--- src/rtl/lcd_sprite_engine.sv ---
// PCD8544 (Nokia 5110) sprite controller: runs the LCD init sequence, clears display RAM,
// then blits a clipped SPR_W x SPR_PAGES-bank sprite from an external ROM through spi_master.
module lcd_sprite_engine #(
    parameter int          SPR_W     = 16,
    parameter int          SPR_PAGES = 2,
    parameter int          ADDR_W    = 5,
    parameter logic [7:0]  VOP       = 8'h90,
    parameter int          CLR_BYTES = 504,
    parameter logic [15:0] DIV       = 16'd25000
) (
    input  logic              clock,
    input  logic              Reset,
    input  logic              draw_req,
    input  logic              clear_req,
    input  logic [6:0]        pos_x,
    input  logic [2:0]        pos_y,
    output logic [ADDR_W-1:0] rom_addr,
    input  logic [7:0]        rom_data,
    output logic [7:0]        data_out,
    output logic              start,
    output logic              command,
    input  logic              avail,
    output logic [15:0]       div_factor,
    output logic              busy,
    output logic              done,
    output logic              back
);

    localparam logic [2:0] ST_INIT  = 3'd0;
    localparam logic [2:0] ST_CLEAR = 3'd1;
    localparam logic [2:0] ST_IDLE  = 3'd2;
    localparam logic [2:0] ST_PCMD  = 3'd3;
    localparam logic [2:0] ST_XCMD  = 3'd4;
    localparam logic [2:0] ST_FETCH = 3'd5;
    localparam logic [2:0] ST_DATA  = 3'd6;

    localparam int               CNT_W    = $clog2(CLR_BYTES + 3);
    localparam logic [CNT_W-1:0] CLR_LAST = CNT_W'(CLR_BYTES + 1);

    logic [2:0]        state_q, state_d;
    logic [CNT_W-1:0]  cnt_q, cnt_d;
    logic [2:0]        page_q, page_d;
    logic [6:0]        col_q, col_d;
    logic [6:0]        px_q, px_d;
    logic [2:0]        py_q, py_d;
    logic [ADDR_W-1:0] rom_addr_q, rom_addr_d;
    logic [7:0]        data_out_q, data_out_d;
    logic              start_q, start_d;
    logic              command_q, command_d;
    logic              done_q, done_d;

    logic              fire;
    logic [7:0]        col_inc;
    logic [7:0]        col_sum;
    logic              col_next_ok;
    logic [3:0]        page_inc;
    logic [3:0]        page_row;
    logic              page_next_ok;

    function automatic logic [7:0] init_byte(input logic [1:0] idx);
        case (idx)
            2'd0:    return 8'h21;
            2'd1:    return VOP;
            2'd2:    return 8'h20;
            default: return 8'h0C;
        endcase
    endfunction

    assign fire = start_q & avail;

    // Clip tests for the column/page after the current one; sums are widened so nothing wraps.
    assign col_inc      = {1'b0, col_q} + 8'd1;
    assign col_sum      = {1'b0, px_q} + col_inc;
    assign col_next_ok  = (col_inc < 8'(SPR_W)) && (col_sum <= 8'd83);
    assign page_inc     = {1'b0, page_q} + 4'd1;
    assign page_row     = {1'b0, py_q} + page_inc;
    assign page_next_ok = (page_inc < 4'(SPR_PAGES)) && (page_row <= 4'd5);

    always_comb begin
        state_d    = state_q;
        cnt_d      = cnt_q;
        page_d     = page_q;
        col_d      = col_q;
        px_d       = px_q;
        py_d       = py_q;
        rom_addr_d = rom_addr_q;
        data_out_d = data_out_q;
        start_d    = start_q;
        command_d  = command_q;
        done_d     = 1'b0;

        case (state_q)
            ST_INIT: begin
                if (!start_q) begin
                    data_out_d = init_byte(cnt_q[1:0]);
                    command_d  = 1'b0;
                    start_d    = 1'b1;
                end else if (fire) begin
                    if (cnt_q == CNT_W'(3)) begin
                        state_d    = ST_CLEAR;
                        cnt_d      = '0;
                        data_out_d = 8'h40;
                    end else begin
                        cnt_d      = cnt_q + CNT_W'(1);
                        data_out_d = init_byte(cnt_q[1:0] + 2'd1);
                    end
                end
            end

            ST_CLEAR: begin
                if (fire) begin
                    if (cnt_q == CLR_LAST) begin
                        state_d = ST_IDLE;
                        start_d = 1'b0;
                        done_d  = 1'b1;
                    end else begin
                        cnt_d = cnt_q + CNT_W'(1);
                        if (cnt_q == '0) begin
                            data_out_d = 8'h80;
                            command_d  = 1'b0;
                        end else begin
                            data_out_d = 8'h00;
                            command_d  = 1'b1;
                        end
                    end
                end
            end

            ST_IDLE: begin
                start_d = 1'b0;
                if (clear_req) begin
                    state_d    = ST_CLEAR;
                    cnt_d      = '0;
                    data_out_d = 8'h40;
                    command_d  = 1'b0;
                    start_d    = 1'b1;
                end else if (draw_req) begin
                    px_d = pos_x;
                    py_d = pos_y;
                    if (pos_x > 7'd83 || pos_y > 3'd5) begin
                        done_d = 1'b1;
                    end else begin
                        state_d    = ST_PCMD;
                        page_d     = '0;
                        col_d      = '0;
                        rom_addr_d = '0;
                        data_out_d = 8'h40 | {5'b0, pos_y};
                        command_d  = 1'b0;
                        start_d    = 1'b1;
                    end
                end
            end

            ST_PCMD: begin
                if (fire) begin
                    state_d    = ST_XCMD;
                    data_out_d = 8'h80 | {1'b0, px_q};
                end
            end

            ST_XCMD: begin
                if (fire) begin
                    state_d = ST_FETCH;
                    start_d = 1'b0;
                    col_d   = '0;
                end
            end

            // rom_addr already points at this byte; advance it now so the registered ROM
            // read for the next byte is settled before this byte can complete.
            ST_FETCH: begin
                state_d    = ST_DATA;
                data_out_d = rom_data;
                command_d  = 1'b1;
                start_d    = 1'b1;
                if (col_next_ok) begin
                    rom_addr_d = rom_addr_q + ADDR_W'(1);
                end else if (page_next_ok) begin
                    rom_addr_d = ADDR_W'(page_inc) * ADDR_W'(SPR_W);
                end
            end

            ST_DATA: begin
                if (fire) begin
                    if (col_next_ok) begin
                        state_d = ST_FETCH;
                        col_d   = col_q + 7'd1;
                        start_d = 1'b0;
                    end else if (page_next_ok) begin
                        state_d    = ST_PCMD;
                        page_d     = page_q + 3'd1;
                        data_out_d = 8'h40 | {4'b0, page_row};
                        command_d  = 1'b0;
                    end else begin
                        state_d = ST_IDLE;
                        start_d = 1'b0;
                        done_d  = 1'b1;
                    end
                end
            end

            default: begin
                state_d = ST_INIT;
                cnt_d   = '0;
                start_d = 1'b0;
            end
        endcase
    end

    always_ff @(posedge clock) begin
        if (Reset) begin
            state_q    <= ST_INIT;
            cnt_q      <= '0;
            page_q     <= '0;
            col_q      <= '0;
            px_q       <= '0;
            py_q       <= '0;
            rom_addr_q <= '0;
            data_out_q <= '0;
            start_q    <= 1'b0;
            command_q  <= 1'b0;
            done_q     <= 1'b0;
        end else begin
            state_q    <= state_d;
            cnt_q      <= cnt_d;
            page_q     <= page_d;
            col_q      <= col_d;
            px_q       <= px_d;
            py_q       <= py_d;
            rom_addr_q <= rom_addr_d;
            data_out_q <= data_out_d;
            start_q    <= start_d;
            command_q  <= command_d;
            done_q     <= done_d;
        end
    end

    assign rom_addr   = rom_addr_q;
    assign data_out   = data_out_q;
    assign start      = start_q;
    assign command    = command_q;
    assign done       = done_q;
    assign div_factor = DIV;
    assign busy       = (state_q != ST_IDLE);
    assign back       = !(state_q == ST_PCMD || state_q == ST_XCMD ||
                          state_q == ST_FETCH || state_q == ST_DATA);

endmodule

--- config.mk ---
export PLATFORM = sky130hd
export DESIGN_NAME = lcd_sprite_engine
export DESIGN_NICKNAME = d
export VERILOG_FILES = /design/src/rtl/lcd_sprite_engine.sv
export SDC_FILE = /design/constraint.sdc
export NUM_CORES = 1
export LEC_CHECK = 0
export BUFFER_PORTS_ARGS = -buffer_cell sky130_fd_sc_hd__buf_2
export CAP_MARGIN = 40
export CORE_ASPECT_RATIO = 0.8
export CORE_MARGIN = 4
export CORE_UTILIZATION = 50
export DETAILED_ROUTE_END_ITERATION = 10
export HOLD_SLACK_MARGIN = 0.06
export PLACE_DENSITY = 0.71
export SETUP_SLACK_MARGIN = 0.5
export SLEW_MARGIN = 5
export SYNTH_ARGS = -nofsm -noshare
export SYNTH_HDL_FRONTEND = slang
export SYNTH_SLANG_ARGS = --single-unit
export TNS_END_PERCENT = 20
--- constraint.sdc ---
create_clock -name clock -period 8.8 [get_ports clock]
set_clock_uncertainty 0.05 [all_clocks]
set_input_delay 1.76 -clock clock [delete_from_list [all_inputs] [get_ports clock]]
set_output_delay 1.76 -clock clock [all_outputs]
set_load 0.005 [all_outputs]
==> key figures, run 1 <==
Outcome
  • Outcome: finished, final reports clean

Placed design
  • Dpl hpwl: about 7400 um
  • Number of port buffers: 40
  • Final RePlAce weighted congestion: between 0.8 and 0.9
  • Placed insts: around 570

Power and ir drop
  • Max IR drop VDD: slightly below 80 uV
  • PwrDens: 111.4 nW/um^2
  • Leakage power: about 1.6 nW

Cells and area
  • Storage cell area: a little under 1000 um^2
  • Fill cells: approximately 670
  • Antenna fix cells: 0
  • Nets@finish: between 500 and 600
  • Layout area overhead: 8.003%
  • Multi-input logic area: approximately 2400 um^2
  • Layout cells sized above 1: a little over an eighth
  • Fin cells: 574

STA
  • Final min period: about 3.7 ns
  • Final hold vios: 0
  • Final max-slew violation count: 0
  • Hold_ws: approximately 0.42 ns
  • RSZ-0062 raised after global routing: no
  • Period utilisation layout: 42.48%
  • Least-Margin Pin Slew: slightly above 0.8 ns
  • Rel. slew slack: between 40% and 50%
  • Setup_tns: 0 ns
  • Peak Freq: around 270 MHz
  • Setup violators final: 0

Synthesis
  • Syn_area_per_cell: slightly below 8 um^2
  • Yosys warning total: 0
  • Post-synth EDFFs: 0
  • Ys async rst share: 0%
  • Ys flop type: dfxtp_1
  • Synth area leaders: dfxtp_1, ha_1, a21oi_1
  • Yosys top cell area share: a little over a quarter
  • Synth top cells by count: dfxtp_1, nand2_1, a21oi_1, nor2_1
  • Synth Register Bits: between 40 and 50
  • Cell taking the most area after synthesis: dfxtp_1
  • Area of the mapped netlist: between 3000 and 4000 um^2
  • Post-Synthesis Cells: ~460
  • Cell variety after synth: 74
  • Register area share after synthesis: roughly 27%
  • Most frequent cell after synthesis: dfxtp_1

CTS
  • Clock Sinks: 48
  • CTS Buffer Depth: 2
  • Root Buffer: clkbuf_8
  • Post_cts resized: 0
  • Post-CTS Setup Bufs: 0
  • # hold bufs at CTS: 0
  • Skew-Pair Late Insertion Delay: roughly 0.31 ns
  • CTS tree: built
  • Clk slew on worst S/H paths: roughly 0.090 ns
  • Num CTS Buffers: 5
  • H-Tree Depth: 2

Die
  • Ports: 57
  • Core ar.: 6892 um^2
  • # rows: 27
  • Die span in x: between 100 and 150 um
  • Initial Utilization: approximately half
  • Die Ht: between 80 and 90 um
  • Die area: between 8000 and 9000 um^2

Detailed routing
  • Drt via density: around 6.1
  • DR iter-0 viols: 273
  • Antenna Violating Nets Remaining: 0
  • Router iterations before antenna repair: 6
  • Vias after detailed routing: between 3,000 and 4,000
  • Number of remaining DRC errors: 0
  • Avg WL per Cell: around 17 um
  • Drt total wl: just under 10,000 um

Global route
  • Overall routing resource usage: 23.47%
  • Largest net degree at the start of global routing: 39
  • Total grt overflow: 0
  • Vias in the first global route: about 3,200
  • Initial antenna violation count: 0
  • First-pass GRT wire length: about 16,000 um

Worst setup path
  • Worst endpoint required time: ~7.0 ns
  • Reg2reg start: col_q[0]
  • Crit Path Class: flop to output port
  • R2r worst-path depth: 11
  • Worst-path maximum fanout: 22
  • R2R Setup Slk: between 5 and 6 ns
  • CP arrival: 1.93 ns
  • Worst Setup Start Kind: flop
  • Crit end category: output port
  • Reg2reg end: col_q[0]

Min path
  • Hold EP: py_q[2]
  • Hold wc startpoint: py_q[2]
  • Hold Path Class: flop to flop
  • WHS Path Cells: 2

Flow run
  • Max-Cap Viols: 0
[final cells by class]
| cell class | instances | area share [%] |
|---|---|---|
| multi-input combinational | 364 | 61.62 |
| sequential | 48 | 24.96 |
| timing repair buffer | 44 | 5.915 |
| tap | 87 | 2.827 |
| clock buffer | 7 | 2.242 |
| inverter | 23 | 2.242 |
| clock inverter | 1 | 0.1950 |
[cell usage in the layout (no fill, tap or decap), types with 8 or more instances in the layout]
master,count
o21ai_0,14
a21oi_1,41
buf_2,41
nand2_1,43
inv_1,22
nand3_1,23
nor3_1,9
nor2_1,30
xor2_1,11
a211oi_1,8
conb_1,16
ha_1,23
dfxtp_1,48
[power breakdown]
part	internal [W]	switching (W)	total, W
Clock	0.0000641	0.0000788	0.000143
Sequential	0.000222	0.00000597	0.000228
Combinational	0.0000229	0.0000349	0.0000578
[worst max-delay path, cell delays in order (launching register included)]
cell and delay, ns:
dfxtp_1 0.81, inv_1 0.28, nor2_1 0.28, nand2_1 0.09, buf_2 0.15
[kinds of logic (layout without fill, tap and decap cells)]
group | Yosys count | after routing | share of synthesized area (%)
multiplexers | 6 | 6 | 1.825
adder cells (fa/ha/maj) | 25 | 25 | 9.196
other | 2 | 16 | 0.2107
buffers and inverters | 59 | 75 | 7.968
XOR/XNOR | 17 | 17 | 4.177
AND/OR/NAND/NOR | 164 | 164 | 23.69
AO/OA/AOI/OAI | 136 | 136 | 25.98
flip-flops | 48 | 48 | 26.96
[routing by layer]
metal	vias to the layer above	GRT usage, %	wire, um
li1	1699	-	-
met1	1616	36.56	4757
met2	158	33.51	4117
met3	11	4.428	858
met4	0	4.410	99
met5	-	0	0
[registers in the layout (all words and copies together), names as in the netlist]
| name | flops |
|---|---|
| rom_addr | 5 |
| page_q | 3 |
| cnt_q | 9 |
| data_out | 8 |
| py_q | 3 |
| command | 1 |
| start | 1 |
| state_q | 3 |
| px_q | 7 |
| done | 1 |
| col_q | 7 |
[stage by stage]
step                 power, W  cell area, um^2  utilization, %  setup slack, ns
finish              0.0004291             3850           55.86            5.062
global route        0.0004491             3850           55.86            4.974
CTS                 0.0004308             3850           55.86            5.136
detailed placement  0.0002894             3756           54.50            5.046
global placement    0.0002887             3751           54.43            5.046
floorplan           0.0002734             3617               -            5.494
[how the worst max path moves through the flow]
stage               startpoint     endpoint  slack [ns]  cells past startpoint
floorplan                avail   state_q[2]        5.49                      7
global placement         Reset     col_q[0]        5.05                      5
detailed placement    pos_x[2]  data_out[6]        5.05                      7
CTS                 state_q[1]         busy        5.14                      4
global route        state_q[1]         busy        4.97                      4
finish              state_q[1]         busy        5.06                      4
Power figures use the tool's default switching activity.
==> inputs of run 2 (changes only) <==
==> constraint.sdc (replaced) <==
create_clock -name clock -period 3.7 [get_ports clock]
set_clock_uncertainty 0.05 [all_clocks]
set_input_delay 0.74 -clock clock [delete_from_list [all_inputs] [get_ports clock]]
set_output_delay 0.74 -clock clock [all_outputs]
set_load 0.005 [all_outputs]
==> key figures, run 2 (synthesis gave the netlist of run 1 again) <==
Global route
  • Total grt overflow: 0
  • Overall routing resource usage: between 20% and 30%
  • Vias in the first global route: 3,184
  • Largest net degree at the start of global routing: 38
  • Initial antenna violation count: 0
  • First-pass GRT wire length: between 15,000 and 20,000 um

STA
  • Setup_tns: 0 ns
  • Setup violators final: 0
  • RSZ-0062 raised after global routing: yes
  • Peak Freq: 321.6 MHz
  • Final max-slew violation count: 0
  • Least-Margin Pin Slew: approximately 0.9 ns
  • Final hold vios: 0
  • Period utilisation layout: a little over four fifths
  • Rel. slew slack: 38.89%
  • Final min period: between 3 and 4 ns

Flow run
  • Max-Cap Viols: 0

Worst setup path
  • Worst setup path startpoint: col_q[0]
  • Reg2reg start: col_q[0]
  • Worst-path maximum fanout: 5
  • CP arrival: ~3.3 ns
  • R2r worst-path depth: 11
  • Crit end category: flop
  • Crit Path Class: flop to flop
  • Worst Setup Start Kind: flop
  • Reg2reg end: command
  • R2R Setup Slk: between 0.5 and 0.6 ns
  • Worst endpoint required time: 3.85 ns

Min path
  • Hold Path Class: flop to flop
  • Hold wc startpoint: py_q[0]
  • WHS Path Cells: 2
  • Hold EP: py_q[0]

Die
  • Die area: approximately 8600 um^2
  • Ports: 57
  • # rows: 27
  • Core ar.: 6892 um^2
  • Die span in x: between 100 and 150 um
  • Initial Utilization: between 50% and 60%
  • Die Ht: 83.52 um

Power and ir drop
  • Max IR drop VDD: between 150 and 200 uV
  • Leakage power: roughly 1.6 nW
  • Pwr Total: 0.0009909 W
  • PwrDens: 251.7 nW/um^2

Placed design
  • Placed insts: about 570
  • Dpl hpwl: between 7000 and 8000 um
  • Number of port buffers: 40
  • Final RePlAce weighted congestion: around 0.9

CTS
  • Clock Sinks: between 40 and 50
  • # hold bufs at CTS: 0
  • Root Buffer: clkbuf_8
  • Post-CTS Setup Bufs: 0
  • Skew-Pair Late Insertion Delay: 0.31 ns
  • CTS Buffer Depth: 2
  • H-Tree Depth: 2
  • Clk slew on worst S/H paths: roughly 0.090 ns
  • CTS tree: built
  • Num CTS Buffers: 5

Detailed routing
  • DR iter-0 viols: a little over 200
  • Router iterations before antenna repair: 5
  • Drt total wl: approximately 9800 um
  • Avg WL per Cell: ~17 um
  • Number of remaining DRC errors: 0
  • Drt via density: approximately 6.1
  • Vias after detailed routing: between 3,000 and 4,000
  • Antenna Violating Nets Remaining: 0

Cells and area
  • Max reg flops: 9
  • Biggest register: cnt_q
  • Antenna fix cells: 0
  • Most frequent cells in the layout: dfxtp_1, nand2_1, buf_2
  • Layout cells sized above 1: 16.60%
  • Nets@finish: between 500 and 600
  • Commonest non-fill, non-tap cell in the layout: dfxtp_1
  • Layout area overhead: 10.46%
  • Fin cells: roughly 580

Outcome
  • Outcome: finished, final reports clean
run 2: changes by cell type in the layout (fill, tap and decap cells not counted), moves of 2 or more:
cell	before	now
a21oi_2	0	4
ha_1	23	21
dfxtp_1	48	46
a21oi_1	41	37
buf_4	3	6
dfxtp_2	0	2
run 2: how the worst max path moves through the flow:
stage             endpoint  slack (ns)  depth (start not counted)
2_1_floorplan      command        0.66                         11
3_5_place_dp   data_out[6]        0.41                         11
5_1_grt        data_out[7]        0.43                         10
6_report           command        0.59                         11
4_1_cts        rom_addr[3]        0.48                         11
3_3_place_gp   data_out[3]        0.55                         11
run 2: repair_timing:
action / in CTS / in global routing
gates resized for setup: 4 / 16
pin swaps: 0 / 4
endpoints found under the setup margin: 17 / 25
run 2: area by class of cell:
type	instances	area, um^2
tap	87	108.9
multi-input combinational	364	2456
fill	671	2954
sequential	48	963.4
timing repair buffer	46	245.2
inverter	23	86.33
clock inverter	1	5.005
clock buffer	6	72.57
run 2: critical path, cell delays in order (launching register included):
cell     delay, ns
dfxtp_2       0.34
ha_2          0.20
nor2b_1       0.14
or2_4         0.25
ha_1          0.28
and3_2        0.21
or4_1         0.50
nand4_1       0.20
o211a_4       0.25
o21ai_2       0.09
a21oi_2       0.18
mux2_1        0.32
run 2: through the flow:
| stage | hold slack (ns) | util [%] | instance area [um^2] | setup WS [ns] |
|---|---|---|---|---|
| 2_1_floorplan | 0.3900 | - | 3617 | 0.6594 |
| 3_3_place_gp | 0.3992 | 54.76 | 3774 | 0.5517 |
| 3_5_place_dp | 0.4064 | 54.76 | 3774 | 0.4080 |
| 4_1_cts | 0.4195 | 56.19 | 3872 | 0.4782 |
| 5_1_grt | 0.4515 | 57.14 | 3938 | 0.4295 |
| 6_report | 0.4196 | 57.14 | 3938 | 0.5906 |
run 2: metal layers:
metal  GRT usage, %  wire length [um]  vias to the layer above
met5              0                 0                        -
met4          6.198               194                        0
met3          4.762               754                       18
met2          33.39              4114                      151
met1          34.27              4725                     1642
li1               -                 -                     1696
run 2: power by group:
part | total (W) | switching (W) | internal, W | leakage [nW]
combinational | 0.000143 | 0.0000859 | 0.0000572 | 1.15
clock | 0.000306 | 0.000177 | 0.000129 | 0.0410
sequential | 0.000542 | 0.0000133 | 0.000529 | 0.390
==> inputs of run 3 (changes only) <==
==> constraint.sdc (replaced) <==
create_clock -name clock -period 2.9 [get_ports clock]
set_clock_uncertainty 0.05 [all_clocks]
set_input_delay 0.58 -clock clock [delete_from_list [all_inputs] [get_ports clock]]
set_output_delay 0.58 -clock clock [all_outputs]
set_load 0.005 [all_outputs]
==> key figures, run 3 (synthesis gave the netlist of run 1 again) <==
Placed design
  • Final RePlAce weighted congestion: 0.9578
  • Number of port buffers: 40
  • Dpl hpwl: roughly 7700 um
  • DP Area: 4068 um^2

Worst setup path
  • Critical Path, Cell by Cell: ha_4 -> nor2b_4 -> or2_4 -> ha_4 -> xor2_1 -> nor4bb_4 -> a211oi_4 -> o211ai_4 -> a21oi_2 -> buf_4 -> o211a_1 -> o31a_1
  • Worst setup path startpoint: col_q[0]
  • Worst-path maximum fanout: 5
  • Worst Setup Start Kind: flop
  • Worst path max stage delay: roughly 0.37 ns
  • CP dominant cell by count: ha_4
  • Delay-heaviest family, CP: compound AO/OA/AOI/OAI gates
  • Worst path bufs/invs: 1
  • Crit end category: flop
  • Slowest CP cell: dfxtp_4
  • Worst endpoint required time: 3.07 ns
  • Crit Path Class: flop to flop
  • CP arrival: around 3 ns
  • Reg2reg start: col_q[0]

Global route
  • First-pass GRT wire length: ~16,000 um
  • Vias in the first global route: between 3,000 and 4,000
  • GR Util met3: 4.344%
  • Met1 usage: 37.09%
  • Total grt overflow: 0
  • Routing usage on met2: around 32%
  • Largest net degree at the start of global routing: 38
  • Overall routing resource usage: 23.81%
  • Initial antenna violation count: 0
  • Most Crowded Layer GR: met1

Detailed routing
  • Vias after detailed routing: approximately 3,600
  • DR iter-0 viols: between 300 and 400
  • Router iterations before antenna repair: 5
  • Antenna Violating Nets Remaining: 0
  • Drt total wl: slightly above 10,000 um
  • Number of remaining DRC errors: 0
  • Drt via density: 5.989
  • Avg WL per Cell: between 15 and 20 um

STA
  • Peak Freq: between 300 and 400 MHz
  • Final max-slew violation count: 0
  • Setup violators final: 1
  • Period utilisation layout: 100.2%
  • Final hold vios: 0
  • Hold_ws: around 0.43 ns
  • RSZ-0062 raised after global routing: yes
  • Least-Margin Pin Slew: 0.8966 ns
  • Final min period: 2.907 ns
  • Rel. slew slack: between 30% and 40%
  • PnR worst setup slack: -0.007187 ns

CTS
  • H-Tree Depth: 2
  • Root Buffer: clkbuf_8
  • Clock Sinks: 48
  • CTS Buffer Depth: 2
  • Clk slew on worst S/H paths: 0.10 ns
  • CTS tree: built
  • # hold bufs at CTS: 0
  • Skew-Pair Late Insertion Delay: 0.31 ns
  • Num CTS Buffers: 5

Die
  • Die Ht: 83.52 um
  • # rows: 27
  • Die area: around 8600 um^2
  • Initial Utilization: roughly 52%
  • Die span in x: between 100 and 150 um
  • Ports: 57
  • Core ar.: around 7000 um^2

Cells and area
  • Nets@finish: about 570
  • Layout cells sized above 1: about a quarter
  • Layout area overhead: 22.85%
  • Biggest register: cnt_q
  • Commonest non-fill, non-tap cell in the layout: dfxtp_1
  • Antenna fix cells: 0
  • Most frequent cells in the layout: dfxtp_1, nand2_1, buf_2
  • Layout Cell Area excl Fill: ~4400 um^2
  • Fill cells: ~620
  • Max reg flops: 9

Power and ir drop
  • Pwr Total: ~0.0013 W
  • Max IR drop VDD: about 160 uV
  • Leakage power: roughly 1.8 nW
  • PwrDens: 298.4 nW/um^2

Outcome
  • Failing checks: negative setup slack
  • Outcome: finished with violations

Min path
  • Hold Path Class: flop to flop
  • Hold wc startpoint: py_q[0]

Flow run
  • Max-Cap Viols: 0
## run 3: changes by cell type in the layout (fill, tap and decap cells not counted), sizes merged
cell	previous run	this run
clkbuf	6	5
buf	46	79
clkinvlp	0	2
## run 3: final timing paths
check	end	slack [ns]	depth (start not counted)
setup / recovery	rom_addr[3]	-0.007	12
hold reg to reg	py_q[0]	0.43	2
hold / removal	py_q[0]	0.43	2
setup reg to reg	rom_addr[3]	-0.007	12
## run 3: stage by stage
stage	util (%)	setup slack, ns	cells	setup TNS (ns)
3_3_place_gp	59.02	0.01135	596	0
6_report	63.54	-0.007187	609	-0.007187
5_1_grt	63.54	-0.1407	609	-1.750
3_5_place_dp	59.02	-0.07306	596	-0.1048
4_1_cts	61.64	0.003100	607	0
2_1_floorplan	-	0.09005	471	0
## run 3: cell type report
| class | instances | area, um^2 | share of cell area, % |
|---|---|---|---|
| Clock buffer | 5 | 68.82 | 1.571 |
| Clock inverter | 3 | 23.77 | 0.5429 |
| Inverter | 23 | 86.33 | 1.971 |
| Multi-Input combinational cell | 364 | 2624 | 59.91 |
| Timing Repair Buffer | 79 | 498.0 | 11.37 |
| Sequential cell | 48 | 969.7 | 22.14 |
| Tap cell | 87 | 108.9 | 2.486 |
## run 3: worst register-to-register path, stage by stage, from the launching register on
cell	delay, ns
dfxtp_4	0.37
ha_4	0.16
nor2b_4	0.12
or2_4	0.25
ha_4	0.29
xor2_1	0.21
nor4bb_4	0.29
a211oi_4	0.10
o211ai_4	0.27
a21oi_2	0.13
buf_4	0.15
o211a_1	0.20
o31a_1	0.23
## run 3: layer usage
metal / wire length (um) / vias up / part of all wire [%]
li1: - / 1773 / -
met1: 4936 / 1671 / 48
met2: 4283 / 186 / 41
met3: 949 / 17 / 9.2
met4: 193 / 0 / 1.9
met5: 0 / - / 0
## run 3: report_power, final
group,switching [W],internal (W)
clock network,0.000257,0.000171
registers,0.0000156,0.000673
logic,0.000111,0.0000791
total,0.000383,0.000924
## run 3: repair_timing
item                                    in CTS  in global routing
buffers inserted                             3                  1
endpoints found under the setup margin      35                 38
pin swaps                                   15                 11
gates cloned                                 0                  1
gates resized for setup                     14                 20
